## config.mk

```make
export PLATFORM = sky130hd
export DESIGN_NAME = onehot_monitor_flat
export DESIGN_NICKNAME = d
export VERILOG_FILES = /design/src/rtl/onehot_monitor_pkg.sv /design/src/rtl/onehot_monitor_if.sv /design/src/rtl/onehot_classify.sv /design/src/rtl/onehot_monitor.sv /design/src/flat_wrapper.sv
export SDC_FILE = /design/constraint.sdc
export NUM_CORES = 1
export LEC_CHECK = 0
export CORE_MARGIN = 5
export CORE_UTILIZATION = 49
export CTS_CLUSTER_SIZE = 14
export DETAILED_ROUTE_END_ITERATION = 8
export GPL_TIMING_DRIVEN = 0
export PLACE_DENSITY = 0.8
export SLEW_MARGIN = 20
export SYNTH_ARGS = -nofsm -noshare
export SYNTH_HDL_FRONTEND = slang
export SYNTH_SLANG_ARGS = --single-unit
```

## constraint.sdc

```tcl
create_clock -name clk -period 2.6 [get_ports clk]
set_input_delay 0.65 -clock clk [delete_from_list [all_inputs] [get_ports clk]]
set_output_delay 0.65 -clock clk [all_outputs]
set_load 0.03 [all_outputs]
```

## src/rtl/onehot_monitor_pkg.sv

```systemverilog
// Shared types and constants for the onehot_monitor block (package onehot_pkg).
package onehot_pkg;

  typedef enum logic {
    CLEAN,
    FAULT
  } mon_state_e;

  typedef enum logic [1:0] {
    ZERO,
    ONE,
    MULTI
  } vec_class_e;

  localparam logic MODE_AT_MOST_ONE = 1'b0;
  localparam logic MODE_EXACTLY_ONE = 1'b1;

endpackage : onehot_pkg

```

## src/rtl/onehot_monitor_if.sv

```systemverilog
// Sample/result bundle for onehot_monitor. first_bad exists only when
// ONEHOT_MON_CAPTURE_EN is defined.
interface onehot_monitor_if #(
  parameter int unsigned N     = 4,
  parameter int unsigned CNT_W = 8,
  parameter int unsigned IDX_W = $clog2(N)
);
  logic             in_valid;
  logic [N-1:0]     in_vec;
  logic             mode;
  logic             clr;
  logic             ok_valid;
  logic             ok;
  logic [IDX_W-1:0] idx;
  logic             err_sticky;
  logic [CNT_W-1:0] err_cnt;
`ifdef ONEHOT_MON_CAPTURE_EN
  logic [N-1:0]     first_bad;

  modport master (
    output in_valid, in_vec, mode, clr,
    input  ok_valid, ok, idx, err_sticky, err_cnt, first_bad
  );

  modport slave (
    input  in_valid, in_vec, mode, clr,
    output ok_valid, ok, idx, err_sticky, err_cnt, first_bad
  );
`else
  modport master (
    output in_valid, in_vec, mode, clr,
    input  ok_valid, ok, idx, err_sticky, err_cnt
  );

  modport slave (
    input  in_valid, in_vec, mode, clr,
    output ok_valid, ok, idx, err_sticky, err_cnt
  );
`endif

endinterface : onehot_monitor_if

```

## src/rtl/onehot_classify.sv

```systemverilog
// Combinational classifier: ZERO / ONE / MULTI plus encoded index of the
// single set bit (0 unless the vector is one-hot).
module onehot_classify
  import onehot_pkg::*;
#(
  parameter int unsigned N     = 4,
  parameter int unsigned IDX_W = $clog2(N)
) (
  input  logic [N-1:0]     vec_i,
  output vec_class_e       cls_o,
  output logic [IDX_W-1:0] idx_o
);

  logic [1:0]       ones;
  logic [IDX_W-1:0] pos;

  // Saturating popcount (0, 1, 2+) and position of the last set bit.
  always_comb begin
    ones = '0;
    pos  = '0;
    for (int unsigned i = 0; i < N; i++) begin
      if (vec_i[i]) begin
        if (ones != 2'd2) ones = ones + 2'd1;
        pos = IDX_W'(i);
      end
    end
    cls_o = MULTI;
    idx_o = '0;
    if (ones == 2'd0) begin
      cls_o = ZERO;
    end else if (ones == 2'd1) begin
      cls_o = ONE;
      idx_o = pos;
    end
  end

endmodule : onehot_classify

```

## src/rtl/onehot_monitor.sv

```systemverilog
// Registered at-most-one / exactly-one hot monitor with sticky fault state,
// saturating violation counter and optional first-offender capture
// (compiled in with ONEHOT_MON_CAPTURE_EN).
module onehot_monitor
  import onehot_pkg::*;
#(
  parameter int unsigned N     = 4,
  parameter int unsigned CNT_W = 8,
  parameter int unsigned IDX_W = $clog2(N)
) (
  input logic              clk,
  input logic              rst_n,
  onehot_monitor_if.slave  bus
);

  vec_class_e       cls;
  logic [IDX_W-1:0] cls_idx;
  logic             viol;

  mon_state_e       state_q, state_d;
  logic             ok_valid_q, ok_valid_d;
  logic             ok_q, ok_d;
  logic [IDX_W-1:0] idx_q, idx_d;
  logic [CNT_W-1:0] cnt_q, cnt_d;

  onehot_classify #(
    .N     (N),
    .IDX_W (IDX_W)
  ) u_classify (
    .vec_i (bus.in_vec),
    .cls_o (cls),
    .idx_o (cls_idx)
  );

  // Next state, counter and result registers; a violation overrides clr.
  always_comb begin
    viol       = bus.in_valid &
                 ((cls == MULTI) | ((cls == ZERO) & (bus.mode == MODE_EXACTLY_ONE)));
    state_d    = state_q;
    cnt_d      = cnt_q;
    ok_valid_d = bus.in_valid;
    ok_d       = ok_q;
    idx_d      = idx_q;

    case (state_q)
      CLEAN:   if (viol) state_d = FAULT;
      FAULT:   if (bus.clr && !viol) state_d = CLEAN;
      default: state_d = CLEAN;
    endcase

    if (viol) begin
      if (bus.clr)          cnt_d = CNT_W'(1);
      else if (cnt_q != '1) cnt_d = cnt_q + CNT_W'(1);
    end else if (bus.clr) begin
      cnt_d = '0;
    end

    if (bus.in_valid) begin
      ok_d  = ~viol;
      idx_d = (cls == ONE) ? cls_idx : '0;
    end
  end

  // State, counter and result registers.
  always_ff @(posedge clk or negedge rst_n) begin
    if (!rst_n) begin
      state_q    <= CLEAN;
      ok_valid_q <= 1'b0;
      ok_q       <= 1'b1;
      idx_q      <= '0;
      cnt_q      <= '0;
    end else begin
      state_q    <= state_d;
      ok_valid_q <= ok_valid_d;
      ok_q       <= ok_d;
      idx_q      <= idx_d;
      cnt_q      <= cnt_d;
    end
  end

  assign bus.ok_valid   = ok_valid_q;
  assign bus.ok         = ok_q;
  assign bus.idx        = idx_q;
  assign bus.err_sticky = (state_q == FAULT);
  assign bus.err_cnt    = cnt_q;

`ifdef ONEHOT_MON_CAPTURE_EN
  logic [N-1:0] first_bad_q, first_bad_d;

  // Capture on the first violation out of CLEAN, or on a violation that
  // coincides with clr (the clear restarts the capture window).
  always_comb begin
    first_bad_d = first_bad_q;
    if (viol && (bus.clr || state_q == CLEAN)) first_bad_d = bus.in_vec;
    else if (bus.clr)                          first_bad_d = '0;
  end

  // First-offender register.
  always_ff @(posedge clk or negedge rst_n) begin
    if (!rst_n) first_bad_q <= '0;
    else        first_bad_q <= first_bad_d;
  end

  assign bus.first_bad = first_bad_q;
`endif

endmodule : onehot_monitor
```

## src/flat_wrapper.sv

```systemverilog
// flat-port wrapper written by rule: the top's interface ports become plain ports
module onehot_monitor_flat import onehot_pkg::*;
#(
  parameter int unsigned N     = 4,
  parameter int unsigned CNT_W = 8,
  parameter int unsigned IDX_W = $clog2(N)
)
  (clk, rst_n, bus_in_valid, bus_in_vec, bus_mode, bus_clr, bus_ok_valid, bus_ok, bus_idx, bus_err_sticky, bus_err_cnt);
  onehot_monitor_if #(.N(N), .CNT_W(CNT_W), .IDX_W(IDX_W)) bus_i ();
  input logic clk;
  input logic rst_n;
  input wire logic [$bits(bus_i.in_valid)-1:0] bus_in_valid;
  input wire logic [$bits(bus_i.in_vec)-1:0] bus_in_vec;
  input wire logic [$bits(bus_i.mode)-1:0] bus_mode;
  input wire logic [$bits(bus_i.clr)-1:0] bus_clr;
  output wire logic [$bits(bus_i.ok_valid)-1:0] bus_ok_valid;
  output wire logic [$bits(bus_i.ok)-1:0] bus_ok;
  output wire logic [$bits(bus_i.idx)-1:0] bus_idx;
  output wire logic [$bits(bus_i.err_sticky)-1:0] bus_err_sticky;
  output wire logic [$bits(bus_i.err_cnt)-1:0] bus_err_cnt;
  assign bus_i.in_valid = bus_in_valid;
  assign bus_i.in_vec = bus_in_vec;
  assign bus_i.mode = bus_mode;
  assign bus_i.clr = bus_clr;
  assign bus_ok_valid = bus_i.ok_valid;
  assign bus_ok = bus_i.ok;
  assign bus_idx = bus_i.idx;
  assign bus_err_sticky = bus_i.err_sticky;
  assign bus_err_cnt = bus_i.err_cnt;
  onehot_monitor #(.N(N), .CNT_W(CNT_W), .IDX_W(IDX_W)) u_core (.clk(clk), .rst_n(rst_n), .bus(bus_i));
endmodule
```

Word-level counts from Yosys, hierarchy flattened
Index checks and enable logic that the tools add are counted.
- register bits after elaboration: 13
- bits of input ports: 9
- logic and storage cells: 50
- add/subtract/negate cells: 4
- equality and inequality tests: 7
- multiplexer cells: 22
- bitwise operators: 5
- reduce and logical (&&, ||, !) cells: 7
- operators with widths (operator ; count):
    $mux 8 ; 4
    $mux 2 ; 13
    $add 8x1->8 const B ; 1
    $ne 8x8->1 const B ; 1
    $add 2x1->2 const B ; 3
    $eq 2x1->1 const B ; 2
    $logic_not 2->1 ; 2
    $mux 1 ; 4
    $ne 2x2->1 const B ; 2
    $reduce_bool 2->1 ; 2
    $and 1x1->1 ; 2
    $eq 2x2->1 const B ; 1
    $ne 1x2->1 const B ; 1
    $not 1->1 ; 2
    $pmux 1 s2 ; 1
    $reduce_and 2->1 ; 1
    $logic_and 1x1->1 ; 1
    $logic_not 1->1 ; 1
    $or 1x1->1 ; 1

Depth between registers and ports, before layout
- word-level depth: 21
- gate-level depth with buffers: 11

Hierarchy
From an unflattened synthesis, not the netlist that was laid out.
- cell total of the unflattened synthesis: 84
- area total of the unflattened synthesis: 795.8 µm²
- modules (own cells, without submodules) (module ; times used ; cells each ; area each (µm²) ; seq. area each (µm²)):
    onehot_monitor ; 1 ; 61 ; 633.1 ; 326.6
    onehot_classify ; 1 ; 23 ; 162.7 ; 0.0

Worst setup path after synthesis
No wires, ideal clock.
- path kind: input to register
- start point: input bus_in_vec[0]
- end point: register u_core.cnt_q[1], in the netlist u_core.bus.err_cnt[1]
- setup time: 0.130 ns
- arrival: 2.128 ns
- path slack: 0.341 ns
- stages on the path: 9
- buffers on the path: 1
- cells stage by stage: inv_1 > ha_1 > mux2i_1 > ha_1 > o211a_1 > o21ai_2 > buf_6 > mux2i_1 > nor2_1
- cells in the longest elaborated chain, start to end: 19
- ends and longest elaborated chain (item ; RTL line ; RTL):
    from (decl) ; flat_wrapper.sv:13 ; input wire logic [$bits(bus_i.in_vec)-1:0] bus_in_vec;
    $mux 1 (*) ; onehot_classify.sv:22 ; if (vec_i[i]) begin
    $add 2x1->2 or $ne 1x2->1 (tied branches) ; onehot_classify.sv:23 ; if (ones != 2'd2) ones = ones + 2'd1;
    $mux 2 ; onehot_classify.sv:23 ;
    $mux 2 (*) ; onehot_classify.sv:22 ;
    $add 2x1->2 or $ne 2x2->1 (tied branches) ; onehot_classify.sv:23 ;
    $mux 2 ; onehot_classify.sv:23 ;
    $mux 2 (*) ; onehot_classify.sv:22 ;
    $add 2x1->2 or $ne 2x2->1 (tied branches) ; onehot_classify.sv:23 ;
    [... 3 more ...] ; - ;
    $mux 2 ; onehot_classify.sv:31 ; end else if (ones == 2'd1) begin
    $mux 2 (*) ; onehot_classify.sv:29 ; if (ones == 2'd0) begin
    $logic_not 2->1 ; onehot_monitor.sv:38 ; ((cls == MULTI) | ((cls == ZERO) & (bus.mode == MODE_EXACTLY_ONE)));
    $and 1x1->1 ; onehot_monitor.sv:38 ;
    $or 1x1->1 (*) ; onehot_monitor.sv:38 ;
    $and 1x1->1 (*) ; onehot_monitor.sv:37 ; viol = bus.in_valid &
    $reduce_bool 2->1 (no source line) ; - ;
    $reduce_and 2->1 (no source line) ; - ;
    to (signal assigned) ; onehot_monitor.sv:77 ; cnt_q <= cnt_d;
    to (decl) ; onehot_monitor.sv:24 ; logic [CNT_W-1:0] cnt_q, cnt_d;
Mark *: on every way between the ends. The rest lies on a longest branch, timed or not.
A chain may end at the register's enable or synchronous reset.

Worst setup path in the final report
- start point: input bus_in_vec[1]
- end point: register u_core.cnt_q[4], in the netlist u_core.bus.err_cnt[4]
- cells in the longest elaborated chain, start to end: 16
- ends and longest elaborated chain (item ; RTL line):
    $mux 2 (*) ; onehot_classify.sv:22
    $add 2x1->2 or $ne 2x2->1 (tied branches) ; onehot_classify.sv:23
    $mux 2 ; onehot_classify.sv:23
    $mux 2 (*) ; onehot_classify.sv:22
    $add 2x1->2 or $ne 2x2->1 (tied branches) ; onehot_classify.sv:23
    $mux 2 ; onehot_classify.sv:23
    $mux 2 (*) ; onehot_classify.sv:22
    $eq 2x1->1 ; onehot_classify.sv:31
    $mux 2 ; onehot_classify.sv:31
    $mux 2 (*) ; onehot_classify.sv:29
    $logic_not 2->1 ; onehot_monitor.sv:38
    $and 1x1->1 ; onehot_monitor.sv:38
    $or 1x1->1 (*) ; onehot_monitor.sv:38
    $and 1x1->1 (*) ; onehot_monitor.sv:37
    $reduce_bool 2->1 (no source line) ; -
    $reduce_and 2->1 (no source line) ; -
Marked as above.

==> results by group <==
Worst setup path
  – Critical Path Source Type: input pin
  – CP max-delay cell: ha_1
  – Critical path class: in -> reg
  – Worst Path Arrival: 2.60 ns
  – Largest fanout on the critical path: 5
  – CP endpoint kind: register
  – Slowest stage delay, CP: approximately 0.30 ns
  – Worst setup path startpoint: bus_in_vec[1]
  – Worst Path Buf+Inv: 3
  – CP most frequent cell: ha_1
  – WP data required: approximately 2.8 ns
  – Crit path max-delay family: adder cells
  – Worst path cell trace: dlygate4sd2_1 -> inv_1 -> ha_1 -> mux2i_1 -> ha_1 -> nor2b_1 -> o211a_1 -> o21ai_4 -> buf_6 -> or3_1 -> a21oi_1
  – Reg-to-Reg Start: u_core.bus.err_cnt[0]$_DFFE_PN0P_

STA
  – Hold Vio Cnt, Final: 0
  – Setup repair after global routing missed its margin: false
  – Post-Route Skew: about 0.0031 ns
  – Fmax: 0.416 GHz
  – Tcrit/Tclk final: 0.925
  – Worst slew margin: 0.620
  – Final min period: roughly 2.4 ns
  – Setup TNS: 0 ns
  – Setup violations, final: 0
  – Max Slew Vio Count: 0
  – Worst-Margin Slew: 0.569 ns

Logic synthesis
  – Synth unique cells: 28
  – Net Count, Synth: between 90 and 100
  – Syn Std Cell Area: around 780 sq um
  – Main synth FF type: dfrtp_1
  – Seq cells post-synth: 13
  – Yosys warns: 0
  – Top cells by area, synth: dfrtp_1, ha_1, a21oi_1, or3_1, nand3_1
  – Number of synthesized flops with an enable pin: 0
  – Synth cell count leaders: dfrtp_1, a21oi_1, inv_1
  – Top cell type by total area after synthesis: dfrtp_1
  – Synth Instances: 84
  – Post-synth top area share: 0.386
  – Mean Syn Cell Area: just over 9 sq um
  – Post-synth ARST share: 1.00
  – Top-count cell post-synth: dfrtp_1
  – Register area share after synthesis: 0.420

Clock tree
  – TritonCTS clock tree: yes
  – Clock Sinks: 13
  – Skew-Pair Late Insertion Delay: 0.27 ns
  – Clock slew at reported path FFs: about 0.080 ns
  – Clock Tree Buf Depth: 2
  – CTS root buffer: clkbuf_4
  – # hold bufs at CTS: 0
  – Htree depth: 1
  – CTS Buf Count: 3

Layout
  – Syn-to-layout area delta: 31.7%
  – Ant diodes: 0
  – NumNets Final: approximately 120
  – Non-Filler Instances: 124
  – Final Cell Area: between 1000 and 1500 sq um
  – Fraction of layout cells with a size suffix above 1: 0.0926

Global route
  – Number of global-route vias before repair: 700
  – Total grt overflow: 0
  – Total track usage: 0.153
  – Largest net degree at the start of global routing: 14
  – First-pass GRT wire length: a little under 3000 um
  – Initial antenna violation count: 0

Run status
  – Status: complete, no violations

Floorplan
  – Die Y: between 40 and 50 um
  – Std cell rows: 14
  – Die width: 49.9 um
  – Core box area: around 1500 sq um
  – Initial core utilization: 0.517
  – I/O Pins: 22
  – Die area: between 2000 and 2500 sq um

Place
  – PortBufs: 19
  – Placed insts: around 120
  – Post-DP Area: 988 sq um
  – Hpwl dp: between 1000 and 1500 um
  – GPL Wtd Cong: ~0.80

Worst hold path
  – Worst hold path type: reg -> reg
  – Startpoint of the worst hold path: u_core.bus.ok$_DFFE_PN1P_

Route
  – DRT iter0 DRCs: 13
  – Post-Route WL: approximately 1700 um
  – # DRC: 0
  – Wirelength per Cell: 13.7 um
  – Detailed-route vias per instance: 5.64
  – Vias: around 700
  – First-pass DRT Iterations: 4
  – Post-DRT Antenna Nets: 0

Run
  – Max-cap violations: 0

Power and ir drop
  – Total power density per cell area: 490 nW/um^2
  – VDD IR max: approximately 0.00043 V
  – Lkg Pwr: between 0.4 and 0.5 nW
==> worst reg2reg max path, stage by stage, from the launching register on <==
cell and delay (ns):
dfrtp_1 0.44, ha_1 0.26, and3_1 0.20, nand3_1 0.12, o21ai_4 0.09, buf_6 0.14
or3_1 0.30, a21oi_1 0.16
==> final timing paths <==
kind                            depth (start not counted)  slack (ns)                                 to
worst max-delay path                                   11        0.19  u_core.bus.err_cnt[4]$_DFFE_PN0P_
worst min-delay path                                    2        0.49          u_core.bus.ok$_DFFE_PN1P_
worst max register to register                          7        0.81  u_core.bus.err_cnt[4]$_DFFE_PN0P_
worst min register to register                          2        0.49          u_core.bus.ok$_DFFE_PN1P_
max in group asynchronous                               1        1.49          u_core.bus.ok$_DFFE_PN1P_
min in group asynchronous                               1        0.74  u_core.bus.err_cnt[3]$_DFFE_PN0P_
==> power breakdown <==
part	total (mW)	switching, mW	internal (mW)
logic	0.146	0.0827	0.0635
clock network	0.124	0.0642	0.0595
registers	0.232	0.0133	0.219
total	0.502	0.160	0.342
==> registers in the layout (all words and copies together), names as in the netlist <==
name and flops:
u_core.bus.idx 2, u_core.bus.err_cnt 8, u_core.bus.err_sticky 1, u_core.bus.ok 1, u_core.bus.ok_valid 1
==> final cells by class <==
cell class	count	area, sq um
plain buffers	3	22.5
clock buffers	4	26.3
fillers	133	482
inverters	7	26.3
multi-input cells	61	410
flip-flops and latches	13	327
well taps	16	20.0
repair buffers	20	193
==> layout by cell type, fill, tap and decap left out <==
| cell type | n |
|---|---|
| a221oi_2 | 1 |
| nand3_1 | 6 |
| o211ai_1 | 1 |
| buf_1 | 1 |
| o21ai_4 | 1 |
| nand2b_1 | 2 |
| o211a_1 | 1 |
| ha_1 | 6 |
| or2_1 | 1 |
| dlygate4sd2_1 | 2 |
| clkbuf_1 | 1 |
| buf_6 | 1 |
| or3_1 | 5 |
| a311oi_1 | 1 |
| and3_1 | 4 |
| nor2_2 | 1 |
| nand2_1 | 3 |
| nor3b_1 | 1 |
| nor2b_1 | 2 |
| nor2_1 | 5 |
| clkbuf_4 | 3 |
| mux2i_1 | 2 |
| dfrtp_1 | 12 |
| dfstp_2 | 1 |
| a21oi_1 | 9 |
| a21o_1 | 1 |
| o21ai_1 | 2 |
| o21ai_0 | 3 |
| buf_2 | 1 |
| o22ai_1 | 3 |
| clkdlybuf4s50_1 | 17 |
| buf_4 | 1 |
| inv_1 | 7 |
==> repair_timing <==
action / 4_1_cts / 5_1_grt
setup buffers: 0 / 0
resized for setup: 3 / 0
endpoints found under the setup margin: 4 / 0
==> kinds of logic (layout without fill, tap and decap cells) <==
group                    Yosys count  after routing  share of synthesized area
multiplexers                       2              2                     0.0257
buffers and inverters             10             34                     0.0627
adder cells (fa/ha/maj)            6              6                     0.0965
flip-flops                        13             13                      0.420
AO/OA/AOI/OAI                     23             23                      0.188
AND/OR/NAND/NOR                   30             30                      0.207
==> per-stage QoR <==
stage / utilization / power [mW] / setup slack (ns) / hold slack (ns)
floorplan: - / 0.320 / 0.341 / 0.354
CTS: 0.680 / 0.506 / 0.188 / 0.495
global route: 0.680 / 0.532 / 0.0592 / 0.528
detailed placement: 0.656 / 0.380 / -0.383 / 0.472
finish: 0.680 / 0.502 / 0.194 / 0.494
global placement: 0.656 / 0.375 / -0.308 / 0.469
==> metal layers <==
metal | share of wire | vias up | routed length [um] | track usage
met1 | 0.42 | 316 | 720 | 0.177
met5 | 0 | - | 0 | 0
met2 | 0.50 | 28 | 845 | 0.258
met4 | 0.022 | 0 | 37 | 0.0830
li1 | - | 351 | - | -
met3 | 0.055 | 4 | 93 | 0.0331
Power figures use the tool's default switching activity.
